<file path="src/rtl/display_pkg.sv">
// Shared constants and types for the stopwatch 4-digit 7-segment scan controller.
package display_pkg;

  localparam int unsigned VAL_W  = 6;
  localparam int unsigned BCD_W  = 4;
  localparam int unsigned SEG_W  = 7;
  localparam int unsigned AN_W   = 4;
  localparam int unsigned SLOT_W = 2;

  localparam logic [SLOT_W-1:0] SLOT_SEC_ONES = 2'd0;
  localparam logic [SLOT_W-1:0] SLOT_SEC_TENS = 2'd1;
  localparam logic [SLOT_W-1:0] SLOT_MIN_ONES = 2'd2;
  localparam logic [SLOT_W-1:0] SLOT_MIN_TENS = 2'd3;

  typedef enum logic {
    ST_BLANK = 1'b0,
    ST_DRIVE = 1'b1
  } state_t;

  // Active-low segments {g,f,e,d,c,b,a}
  localparam logic [SEG_W-1:0] SEG_0   = 7'b1000000;
  localparam logic [SEG_W-1:0] SEG_1   = 7'b1111001;
  localparam logic [SEG_W-1:0] SEG_2   = 7'b0100100;
  localparam logic [SEG_W-1:0] SEG_3   = 7'b0110000;
  localparam logic [SEG_W-1:0] SEG_4   = 7'b0011001;
  localparam logic [SEG_W-1:0] SEG_5   = 7'b0010010;
  localparam logic [SEG_W-1:0] SEG_6   = 7'b0000010;
  localparam logic [SEG_W-1:0] SEG_7   = 7'b1111000;
  localparam logic [SEG_W-1:0] SEG_8   = 7'b0000000;
  localparam logic [SEG_W-1:0] SEG_9   = 7'b0010000;
  localparam logic [SEG_W-1:0] SEG_OFF = 7'b1111111;

  localparam logic [AN_W-1:0] AN_OFF = 4'b1111;
  localparam logic [AN_W-1:0] AN_SLOT [0:3] = '{4'b1110, 4'b1101, 4'b1011, 4'b0111};

  localparam logic [VAL_W-1:0] MAX_VAL = 6'd59;

  typedef struct packed {
    logic [VAL_W-1:0] min;
    logic [VAL_W-1:0] sec;
  } snap_t;

  function automatic logic [VAL_W-1:0] clamp_val(input logic [VAL_W-1:0] v);
    return (v > MAX_VAL) ? MAX_VAL : v;
  endfunction

endpackage

</file>
<file path="src/rtl/bcd_to_seg.sv">
// 4-bit BCD to active-low 7-segment pattern; non-decimal codes blank the digit.
module bcd_to_seg
  import display_pkg::*;
(
  input  logic [BCD_W-1:0] bcd,
  output logic [SEG_W-1:0] seg_c
);

  always_comb begin
    seg_c = SEG_OFF;
    case (bcd)
      4'd0:    seg_c = SEG_0;
      4'd1:    seg_c = SEG_1;
      4'd2:    seg_c = SEG_2;
      4'd3:    seg_c = SEG_3;
      4'd4:    seg_c = SEG_4;
      4'd5:    seg_c = SEG_5;
      4'd6:    seg_c = SEG_6;
      4'd7:    seg_c = SEG_7;
      4'd8:    seg_c = SEG_8;
      4'd9:    seg_c = SEG_9;
      default: seg_c = SEG_OFF;
    endcase
  end

endmodule

</file>
<file path="src/rtl/digits.sv">
// Binary (0-59) to two BCD digits; shared by the minutes and seconds fields.
module digits
  import display_pkg::*;
(
  input  logic [VAL_W-1:0] bin,
  output logic [BCD_W-1:0] tens_c,
  output logic [BCD_W-1:0] ones_c
);

  logic [VAL_W-1:0] rem;

  // Range compare is cheaper than a general divider for a 6-bit input capped at 59
  always_comb begin
    tens_c = '0;
    rem    = bin;
    if (bin >= VAL_W'(50)) begin
      tens_c = BCD_W'(5);
      rem    = bin - VAL_W'(50);
    end else if (bin >= VAL_W'(40)) begin
      tens_c = BCD_W'(4);
      rem    = bin - VAL_W'(40);
    end else if (bin >= VAL_W'(30)) begin
      tens_c = BCD_W'(3);
      rem    = bin - VAL_W'(30);
    end else if (bin >= VAL_W'(20)) begin
      tens_c = BCD_W'(2);
      rem    = bin - VAL_W'(20);
    end else if (bin >= VAL_W'(10)) begin
      tens_c = BCD_W'(1);
      rem    = bin - VAL_W'(10);
    end
    ones_c = BCD_W'(rem);
  end

endmodule

</file>
<file path="src/rtl/display_scan_ctrl.sv">
// Stopwatch MM:SS display scanner with per-slot blanking gap.
// Optional field blink in adjust mode is enabled by defining ADJ_BLINK_EN.
module display_scan_ctrl
  import display_pkg::*;
#(
  parameter int unsigned REFRESH_DIV = 100000,
  parameter int unsigned BLINK_DIV   = 25000000
) (
  input  logic             clk,
  input  logic             rst_n,
  input  logic [VAL_W-1:0] min_val,
  input  logic [VAL_W-1:0] sec_val,
  input  logic             load,
  input  logic             adj_en,
  input  logic             adj_sel,
  output logic [SEG_W-1:0] seg,
  output logic [AN_W-1:0]  an,
  output logic             dp
);

  localparam int unsigned CNT_W = $clog2(REFRESH_DIV);

  snap_t             snap_q;
  state_t            state_q, state_n;
  logic [CNT_W-1:0]  cnt_q, cnt_n;
  logic [SLOT_W-1:0] slot_q, slot_n;
  logic [VAL_W-1:0]  conv_q, conv_n;
  logic [SEG_W-1:0]  seg_q, seg_n;
  logic [AN_W-1:0]   an_q, an_n;
  logic              dp_q, dp_n;
  logic              hide_q, hide_n;

  logic [BCD_W-1:0]  tens_c, ones_c, bcd_sel_c;
  logic [SEG_W-1:0]  seg_dec_c;
  logic              field_hide_c;

  // Snapshot with clamp to 59
  always_ff @(posedge clk or negedge rst_n) begin
    if (!rst_n) begin
      snap_q <= '0;
    end else if (load) begin
      snap_q <= '{min: clamp_val(min_val), sec: clamp_val(sec_val)};
    end
  end

  digits u_digits (
    .bin    (conv_q),
    .tens_c (tens_c),
    .ones_c (ones_c)
  );

  assign bcd_sel_c = slot_q[0] ? tens_c : ones_c;

  bcd_to_seg u_bcd_to_seg (
    .bcd   (bcd_sel_c),
    .seg_c (seg_dec_c)
  );

`ifdef ADJ_BLINK_EN
  localparam int unsigned BLINK_W = $clog2(BLINK_DIV);

  logic [BLINK_W-1:0] blink_cnt_q;
  logic               blink_on_q;

  always_ff @(posedge clk or negedge rst_n) begin
    if (!rst_n) begin
      blink_cnt_q <= '0;
      blink_on_q  <= 1'b1;
    end else if (blink_cnt_q == BLINK_W'(BLINK_DIV - 1)) begin
      blink_cnt_q <= '0;
      blink_on_q  <= ~blink_on_q;
    end else begin
      blink_cnt_q <= blink_cnt_q + BLINK_W'(1);
    end
  end

  // Seconds field lives in slots 0/1 (slot[1]=0), minutes in slots 2/3
  assign field_hide_c = adj_en & ~blink_on_q & (slot_q[1] != adj_sel);
`else
  logic unused_adj;
  assign unused_adj   = adj_en ^ adj_sel ^ (BLINK_DIV == 0);
  assign field_hide_c = 1'b0;
`endif

  always_ff @(posedge clk or negedge rst_n) begin
    if (!rst_n) begin
      state_q <= ST_BLANK;
      cnt_q   <= '0;
      slot_q  <= SLOT_SEC_ONES;
      conv_q  <= '0;
      seg_q   <= SEG_OFF;
      an_q    <= AN_OFF;
      dp_q    <= 1'b1;
      hide_q  <= 1'b0;
    end else begin
      state_q <= state_n;
      cnt_q   <= cnt_n;
      slot_q  <= slot_n;
      conv_q  <= conv_n;
      seg_q   <= seg_n;
      an_q    <= an_n;
      dp_q    <= dp_n;
      hide_q  <= hide_n;
    end
  end

  // Next-state plus registered-output preparation; hide is latched once per slot
  always_comb begin
    state_n = state_q;
    cnt_n   = cnt_q + CNT_W'(1);
    slot_n  = slot_q;
    conv_n  = conv_q;
    seg_n   = seg_q;
    hide_n  = hide_q;
    an_n    = AN_OFF;
    dp_n    = 1'b1;

    case (state_q)
      ST_BLANK: begin
        if (cnt_q == CNT_W'(0)) begin
          conv_n = slot_q[1] ? snap_q.min : snap_q.sec;
        end
        if (cnt_q == CNT_W'(1)) begin
          seg_n   = seg_dec_c;
          hide_n  = field_hide_c;
          state_n = ST_DRIVE;
        end
      end
      ST_DRIVE: begin
        if (cnt_q == CNT_W'(REFRESH_DIV - 1)) begin
          cnt_n   = '0;
          slot_n  = slot_q + SLOT_W'(1);
          state_n = ST_BLANK;
        end
      end
      default: begin
        cnt_n   = '0;
        state_n = ST_BLANK;
      end
    endcase

    if (state_n == ST_DRIVE) begin
      an_n = hide_n ? AN_OFF : AN_SLOT[slot_n];
      dp_n = (slot_n != SLOT_MIN_ONES);
    end
  end

  assign seg = seg_q;
  assign an  = an_q;
  assign dp  = dp_q;

endmodule
</file>
<file path="config.mk">
export PLATFORM = sky130hd
export DESIGN_NAME = display_scan_ctrl
export DESIGN_NICKNAME = d
export VERILOG_FILES = /design/src/rtl/display_pkg.sv /design/src/rtl/bcd_to_seg.sv /design/src/rtl/digits.sv /design/src/rtl/display_scan_ctrl.sv
export SDC_FILE = /design/constraint.sdc
export NUM_CORES = 1
export LEC_CHECK = 0
export CAP_MARGIN = 10
export CORE_ASPECT_RATIO = 0.9
export CORE_MARGIN = 1
export CORE_UTILIZATION = 25
export DETAILED_ROUTE_END_ITERATION = 8
export PLACE_DENSITY = 0.39
export SLEW_MARGIN = 20
export SYNTH_ARGS = -nofsm -noshare
export SYNTH_HDL_FRONTEND = slang
export SYNTH_SLANG_ARGS = --single-unit
</file>
<file path="constraint.sdc">
create_clock -name clk -period 3.02 [get_ports clk]
set_clock_uncertainty 0.05 [all_clocks]
set_input_delay 0.453 -clock clk [delete_from_list [all_inputs] [get_ports clk]]
set_output_delay 0.453 -clock clk [all_outputs]
set_load 0.02 [all_outputs]
</file>
==> results.yml <==
worst_setup_path:
  r2r-start: "conv_q[2]"
  cp.arrival_ns: 2.99
  r2r_end: "seg[4]"
  critPathCaptureType: "flop"
  r2r_cells: 9
  crit_slowest_cell: "o41a_1"
  critical_path_required_ns: 3.20
  crit_start: "conv_q[2]"
  path_cells: "buf_4 -> ha_1 -> a2111o_1 -> nor2_4 -> o32ai_1 -> o41a_1 -> or2_4 -> a211oi_1 -> nor3_1"
  startpoint_type: "flop"
  reg2reg_slack_ns: 0.21
  critical_path_class: "flop to flop"
  slowest_delay_ns: 0.49
  path_max_fanout: 6
drt:
  drt_iter0_markers: 108
  drt-total-wl_mm: 6.66
  first_pass_iters: 4
  vias_per_cell: 4.71
  post-route-drc-count: 0
  ant_nets: 0
  vias: 2258
  avgRoutedWirePerCell_microns: 13.9
final_layout:
  fillers: 1184
  fin_area_sq_um: 3510
  layout_commonest_cell: "dfrtp_1"
  area_delta_synth_final_pct: 22.1
  drive_gt1_share_pct: 15.6
  layout_common_cells: "39 x dfrtp_1, 26 x nor2_1, 25 x clkdlybuf4s50_1"
  diodes: 0
  nets: 356
clocking:
  clk_latency_ns: 0.30
  cts_max_level: 2
  cts.sinks: 51
  cts_tree: "built"
  root_buffer: "clkbuf_16"
  cts_hold_buf: 0
  cts_inserted_buffers: 5
  clk_path_buf_depth: 2
  clkSlewWorstSetupHoldPaths_ns: 0.08
logic_synthesis:
  netlist_instances: 294
  async_flop_share_pct: 100
  synth_seq_cells: 51
  avgSynthCellArea_sq_um: 9.77
  ys_warn_count: 0
  syn-num-nets: 324
  ys_seq_area_share_pct: 44.9
  synth_edf_count: 0
  ys_types: 61
  synth_area_sq_um: 2870
  synth_ff_type: "dfrtp_1"
outcome:
  status: "complete, no violations"
pwr:
  powerDensity_nw_per_um2: 489
  irDropWorstVdd_mv: 0.252
  leakagePower_uw: 0.00145
timing:
  finalCriticalPeriod_ns: 2.81
  rsz0062_at_grt: "false"
  setup_viol: 0
  slew_headroom_pct: 61.1
  hold_violations: 0
  drv_slew: 0
  tightestPinTransition_ns: 0.581
  finalCritPeriodShare_pct: 93.1
  max_freq_ghz: 0.356
  fin_setup_tns_ns: 0
placed_design:
  dp_hpwl_mm: 4.84
  gp_congestion: 0.791
  portBuffers: 26
  place_area_sq_um: 3350
global_route:
  antenna_found_initial: 0
  grt_pass1_vias: 2202
  grt_usage_pct: 12.2
  grt_max_degree: 44
  overflow: 0
  grt_pass1_wl_mm: 11.5
floorplan:
  die_area_sq_um: 11900
  fp.dieH_microns: 104
  initial_utilization_pct: 26.1
  io_pins: 29
  die_width_microns: 115
  core_sq_um: 11000
  rows: 36
job:
  cap_viol_max_count: 0
min_path:
  hold_path.class: "input pin to asynchronous set/reset pin"
-- repair_timing --
action                     CTS  global route
setup endpoints to repair    0             5
setup buffers                0             0
resized for setup            0             2
-- power breakdown --
part	leakage (uW)	switching [uW]	internal [uW]	total, uW
sequential	0.000613	33.0	749	782
clock	0.0000719	286	315	602
combinational	0.000761	173	157	330
total	0.00145	493	1220	1710
-- synth_stat cells, drive strengths merged, types with 4 or more instances --
| cell | instances | share of area [%] |
|---|---|---|
| and2 | 4 | 0.87 |
| xor2 | 4 | 1.2 |
| and3 | 4 | 0.87 |
| or3 | 4 | 0.87 |
| nor4 | 5 | 1.1 |
| nand3 | 9 | 1.6 |
| mux2i | 6 | 2.1 |
| clkbuf | 6 | 0.78 |
| ha | 13 | 5.7 |
| nand2 | 18 | 2.4 |
| nor3 | 6 | 1.0 |
| mux2 | 7 | 2.7 |
| inv | 20 | 2.6 |
| nor2b | 4 | 0.87 |
| xnor2 | 11 | 3.4 |
| o31ai | 4 | 1.0 |
| o22a | 4 | 1.2 |
| nor2 | 27 | 3.8 |
| dfstp | 12 | 11 |
| buf | 5 | 1.0 |
| nand4 | 7 | 1.5 |
| dfrtp | 39 | 34 |
| or2 | 4 | 0.96 |
| o21ai | 14 | 2.4 |
| a21oi | 15 | 2.6 |
-- kinds of logic (layout without fill, tap and decap cells) --
group	count (synthesis)	after routing	synth area share [%]
flip-flops	51	51	44.9
AO/OA/AOI/OAI	66	66	15.9
buffers and inverters	31	64	4.44
AND/OR/NAND/NOR	105	105	19.7
adder cells (fa/ha/maj)	13	13	5.66
multiplexers	13	13	4.83
XOR/XNOR	15	15	4.57
-- flip-flops by register name, summed over array words and instances, names as in the netlist --
register / cells
cnt_q: 17
snap_q: 12
seg: 7
conv_q: 6
an: 4
slot_q: 2
dp: 1
hide_q: 1
state_q: 1
-- final cells by class --
cell class              instances  area (sq um)  share of cell area (%)
clock buffers                   5           125                    3.57
clock inverters                 3          27.5                   0.785
inverters                      20          75.1                    2.14
multi-input cells             212          1470                    41.8
flip-flops and latches         51          1290                    36.8
well taps                     152           190                    5.42
repair buffers                 36           333                    9.49
-- per-stage QoR --
| step | utilization [%] | hold slack [ns] | power, uW | worst slack (ns) | instances |
|---|---|---|---|---|---|
| after floorplan | - | 0.107 | 987 | 0.367 | 294 |
| after detailed placement | 30.5 | 0.406 | 1130 | 0.186 | 471 |
| after global routing | 31.9 | 0.158 | 1810 | 0.0101 | 479 |
| after CTS | 31.8 | 0.342 | 1740 | 0.155 | 479 |
| after global placement | 30.5 | 0.405 | 1130 | 0.165 | 471 |
| final | 31.9 | 0.0953 | 1710 | 0.209 | 479 |
-- worst max-delay path by stage --
stage	endpoint	slack, ns
2_1_floorplan	seg[4]	0.37
3_3_place_gp	seg[6]	0.16
5_1_grt	seg[2]	0.01
6_report	seg[4]	0.21
4_1_cts	seg[5]	0.15
3_5_place_dp	seg[0]	0.19
-- worst max-delay path: cells and delay by family (launching register included) --
kind	cells	cell delay, ns
compound gates	4	1.31
simple gates	3	0.57
flops	1	0.42
fa+ha+maj	1	0.22
buf+inv	1	0.17
-- metal layers --
metal | GRT usage [%] | part of all wire, % | vias up
li1 | - | - | 1122
met4 | 3.71 | 1.2 | 0
met2 | 17.4 | 42 | 31
met1 | 18.4 | 53 | 1099
met3 | 2.40 | 3.5 | 6
met5 | 0 | 0 | -
(Power assumes the default switching activity.)
